**config.mk**
```make
export PLATFORM = sky130hd
export DESIGN_NAME = reg16_arbiter
export DESIGN_NICKNAME = d
export VERILOG_FILES = /design/src/rtl/reg16_arbiter.sv
export SDC_FILE = /design/constraint.sdc
export NUM_CORES = 1
export LEC_CHECK = 0
export CAP_MARGIN = 20
export CORE_UTILIZATION = 30
export CTS_CLUSTER_SIZE = 30
export DETAILED_ROUTE_END_ITERATION = 16
export MAX_ROUTING_LAYER = met4
export PLACE_DENSITY = 0.64
export SKIP_CTS_REPAIR_TIMING = 1
export SYNTH_ARGS = -nofsm -noshare
export SYNTH_HDL_FRONTEND = slang
export SYNTH_SLANG_ARGS = --single-unit
```
**constraint.sdc**
```tcl
create_clock -name clk -period 1.5 [get_ports clk]
set_input_delay 0.45 -clock clk [delete_from_list [all_inputs] [get_ports clk]]
set_output_delay 0.45 -clock clk [all_outputs]
set_load 0.01 [all_outputs]
```
**src/rtl/reg16_arbiter.sv**
```systemverilog
// Two-requester round-robin arbiter feeding a single shared output register.
// The output register can be reloaded in the same cycle it is consumed.
module reg16_arbiter #(
    parameter int unsigned WIDTH = 16
) (
    input  logic             clk,
    input  logic             reset,
    input  logic             a_valid,
    input  logic [WIDTH-1:0] a_data,
    output logic             a_ready,
    input  logic             b_valid,
    input  logic [WIDTH-1:0] b_data,
    output logic             b_ready,
    output logic             out_valid,
    output logic [WIDTH-1:0] out_data,
    output logic             out_src,
    input  logic             out_ready,
    output logic             mux_sel,
    output logic [7:0]       xfer_count
);

    typedef enum logic {EMPTY, FULL} state_t;

    state_t           state_q, state_d;
    logic [WIDTH-1:0] out_data_q, out_data_d;
    logic             out_src_q, out_src_d;
    logic             last_src_q, last_src_d;
    logic [7:0]       xfer_count_q, xfer_count_d;

    logic grant;
    logic can_load;
    logic xfer;

    // Round-robin only matters under contention; an idle cycle keeps the pointer.
    always_comb begin
        grant = last_src_q;
        if (a_valid && b_valid) grant = ~last_src_q;
        else if (a_valid)       grant = 1'b0;
        else if (b_valid)       grant = 1'b1;
    end

    assign can_load = !reset && ((state_q == EMPTY) || out_ready);
    assign a_ready  = can_load && a_valid && (grant == 1'b0);
    assign b_ready  = can_load && b_valid && (grant == 1'b1);
    assign xfer     = a_ready || b_ready;

    always_comb begin
        state_d      = state_q;
        out_data_d   = out_data_q;
        out_src_d    = out_src_q;
        last_src_d   = last_src_q;
        xfer_count_d = xfer_count_q;
        if (reset) begin
            state_d      = EMPTY;
            out_data_d   = '0;
            out_src_d    = 1'b0;
            last_src_d   = 1'b1;
            xfer_count_d = '0;
        end else if (xfer) begin
            state_d      = FULL;
            out_data_d   = grant ? b_data : a_data;
            out_src_d    = grant;
            last_src_d   = grant;
            xfer_count_d = xfer_count_q + 8'd1;
        end else if ((state_q == FULL) && out_ready) begin
            state_d = EMPTY;
        end
    end

    always_ff @(posedge clk) begin
        state_q      <= state_d;
        out_data_q   <= out_data_d;
        out_src_q    <= out_src_d;
        last_src_q   <= last_src_d;
        xfer_count_q <= xfer_count_d;
    end

    assign out_valid  = (state_q == FULL);
    assign out_data   = out_data_q;
    assign out_src    = out_src_q;
    assign mux_sel    = grant;
    assign xfer_count = xfer_count_q;

endmodule
```
# Yosys cells after proc, flatten, opt, wreduce, memory -nomap -nowiden
# Cells that the tools add are included.
[op_classes] n_bitwise=3 add_sub_neg=1 reduce_logical=11 muxes=6
[op_table] cell="two-way mux 16 bit" count=1
[op_table] cell="adder 8 x 1 -> 8 bit, second input constant" count=1
[op_table] cell="logical AND 1 bit" count=7
[op_table] cell="two-way mux 1 bit" count=5
[op_table] cell="NOT 1 bit" count=3
[op_table] cell="logical OR 1 bit" count=2
[op_table] cell="nonzero test 2 bit" count=1
[op_table] cell="zero test 1 bit" count=1
[totals] in_bits=37 reg_bits=27 output_inout_bits=29

# Logic depth before layout (Yosys ltp)
[logic_depth] word_depth=7 ltp_mapped=6 ltp_nobuf=5

# Worst setup path after synthesis
# No wires, ideal clock.
[synth_path] kind="input port to output port" from="input port reset" to="output port b_ready" cell_stages=3 arrival_time_ps=1133 setup_slack_ps=-83 cell_sequence="buf_2 > buf_2 > nor3_1"
[synth_between] elab_chain_cells=4
[synth_lines] item="from (decl)" line="7" rtl="input logic reset,"
[synth_lines] item="zero test 1 bit" line="42" rtl="assign can_load = !reset && ((state_q == EMPTY) || out_ready);"
[synth_lines] item="logical AND 1 bit" line="42"
[synth_lines] item="logical AND 1 bit (2 in a row)" line="44" rtl="assign b_ready = can_load && b_valid && (grant == 1'b1);"
[synth_lines] item="to (decl)" line="13" rtl="output logic b_ready,"
# No other way between the ends.

# Worst setup path after layout
[layout_path] from="input port b_valid" to="output port mux_sel"
[layout_between] elab_chain_cells=3 word_cells_on_any_way=4 cone_classes="3 x mux; 1 x reduce/logical"
[layout_lines] item="from (decl)" line="11" rtl="input logic b_valid,"
[layout_lines] item="two-way mux 1 bit" line="39" rtl="else if (b_valid) grant = 1'b1;"
[layout_lines] item="two-way mux 1 bit" line="38" rtl="else if (a_valid) grant = 1'b0;"
[layout_lines] item="two-way mux 1 bit *" line="37" rtl="if (a_valid && b_valid) grant = ~last_src_q;"
[layout_lines] item="to (decl)" line="18" rtl="output logic mux_sel,"
# Every way passes the cells marked *; elsewhere a longest branch is shown, timed or not.

==> out/metrics.yaml <==
setup_slack_ns: -0.0335
grt_pass1_vias: 1226
grt_max_degree: 36
portBuffers: 65
hp-class: "in -> reg"
synth_edf_count: 0
grt_usage: 0.163
synth_top_family_by_area: "simple AND/OR/NAND/NOR gates"
floorplan.initialDensity: 0.317
cts.sinks: 27
n_antenna_cell: 0
drive_gt1_frac: 0.256
synth_area_leaders: "dfxtp_1, a311oi_2, nand2_1, nor2_1, xnor2_1"
power.density_nw_per_um2: 761
cts_tree: "yes"
critPathCaptureType: "primary output"
syn_area_sq_um: 1280
finalSetupViolations: 3
ir_drop_uv: 357
coreArea_sq_um: 4060
ys_seq_area_frac: 0.421
yosysMostFrequentCell: "nand2_1"
netlist.area_leader.share: 0.421
min_period_ns: 1.53
async_reset_ff_frac: 0
combPwrFrac: 0.301
slowest_delay_ns: 0.21
vias_per_cell: 4.79
syn_nets: 183
cp_max_fo: 4
p_leak_nw: 1.28
maxSlewViolCount: 0
num_vias: 1327
numCtsBuffers: 3
required_ns: 1.05
status: "finished with violations"
critPathMostFrequentCell: "buf_6"
hpwl_mm: 2.57
synthFlopType: "dfxtp_1"
fp-row-count: 23
path_cells: "clkbuf_2 -> o21ai_4 -> buf_6 -> inv_4 -> buf_6"
criticalPathCategory: "in -> out"
arrival_ns: 1.08
gp_congestion: 0.810
pre_cts_ws_ns: -0.845
utilization: 0.564
firstDrtPassIters: 4
slowest_stage: "o21ai_4"
synth_warnings: 0
ios: 66
wire_per_inst_microns: 13.2
switching_share: 0.285
synth-compound-area-share: 0.192
synthMuxAreaShare: 0.0156
synth.top_cells.by_count: "nand2_1, dfxtp_1, nor2_1"
syn_to_final_growth_pct: 78.0
cts_root_buf: "clkbuf_8"
dieHeight_microns: 67.4
yosys.area_share.xor_xnor: 0.0409
clkPwrFrac: 0.243
ys_ff_latch: 27
clk_pin_slew_ns: 0.09
synthAdderAreaFrac: 0.00974
drt_wl_total_mm: 3.66
drtIter0Drc: 44
synth_cells: 145
p_int_mw: 1.24
hold_viol: 0
fin_crit_sh: 1.02
timing.fmax_mhz: 652
cap_violations: 0
fin_area_sq_um: 2290
grt_overflow: 0
syn_area_per_cell_sq_um: 8.86
synthSimpleGateAreaFrac: 0.275
synth_top_cell_by_area: "dfxtp_1"
power.switching_uw: 497
failed_checks: "negative setup slack"
start_kind: "input port"
fin_nets: 266
cts_buffer_depth: 2
antenna_found_initial: 0
dieArea_sq_um: 4550
synth.distinct_cells: 26
worstMarginPinSlew_ns: 0.353
placed_area_sq_um: 2110
p_seq_frac: 0.456
slew_headroom: 0.762
htreeDepth: 1
fin_worst_skew_ns: 0.00474
drc: 0
grt_pass1_wl_mm: 5.41
finalSetupTns_ns: -0.0718
dieWidth_microns: 67.4
power_mw: 1.74
ant_nets: 0
clk_latency_ns: 0.27
rsz0062_at_grt: "true"
-- worst paths after layout --
path / end / slack (ns) / from / depth (start not counted)
hold / removal: out_valid / 0.51 / out_ready / 3
hold reg to reg: out_data[12] / 0.51 / out_data[12] / 2
setup reg to reg: out_data[15] / 0.14 / out_valid / 5
setup / recovery: mux_sel / -0.03 / b_valid / 5
-- power groups by stage --
stage          clock network (mW)  logic (mW)  registers [mW]
2_1_floorplan                   0       0.209           0.833
3_3_place_gp                    0       0.504           0.807
3_5_place_dp                    0       0.514           0.809
4_1_cts                     0.445       0.516           0.793
5_1_grt                     0.475       0.569           0.800
6_report                    0.424       0.524           0.793
-- cell families (layout without fill, tap and decap cells) --
logic type,after synthesis,count (layout)
xor gates and xnor gates,6,6
adders and majority gates,1,1
muxes,2,2
DFF,27,27
and+or+nand+nor,80,80
buffers and inverters,9,91
AOI/OAI and AO/OA,20,20
-- layout make-up --
class,count,area [sq um]
Clock buffer,3,41.3
Clock inverter,1,7.51
Fill cell,358,1770
Inverter,1,6.26
Multi-Input combinational cell,109,724
Sequential cell,27,548
Tap cell,50,62.6
Timing Repair Buffer,86,897
-- critical path, delay by kind of cell --
kind / cells / cell delay (ns)
buf+inv: 4 / 0.42
compound gates: 1 / 0.21
-- metal layers --
layer  track usage  vias up  part of all wire
li1              -      669                 -
met1         0.186      617              0.45
met2         0.279       39              0.49
met3        0.0389        2             0.057
met4        0.0479        0            0.0036
met5             -        -                 0
-- cell usage in the layout, fill, tap and decap left out, types with 2 or more instances in the layout --
cell             Yosys  layout
xnor2_1              6       6
clkdlybuf4s50_1      0      32
buf_6                2       3
nor3_2               0       2
nand2_1             38      35
dfxtp_2              0       3
nor2_1              25      25
buf_2                3       2
a311oi_1             4       4
dlymetal6s2s_1       0      28
buf_4                2      17
clkbuf_8             0       3
dfxtp_1             27      23
nand2_2              0       2
mux2i_1              2       2
a311oi_2            12      12
nand3_1              3       3
clkbuf_2             0       2
nor4_1               4       4
-- through the flow --
stage / instances / hold slack [ns]
6_report: 277 / 0.506
5_1_grt: 277 / 0.525
4_1_cts: 275 / 0.517
3_5_place_dp: 271 / 0.495
3_3_place_gp: 271 / 0.487
2_1_floorplan: 145 / 0.513
-- registers in the layout, indices dropped and copies added (netlist names) --
| signal | flops |
|---|---|
| out_src | 1 |
| last_src_q | 1 |
| xfer_count | 8 |
| out_data | 16 |
| out_valid | 1 |
(Power assumes the default switching activity.)
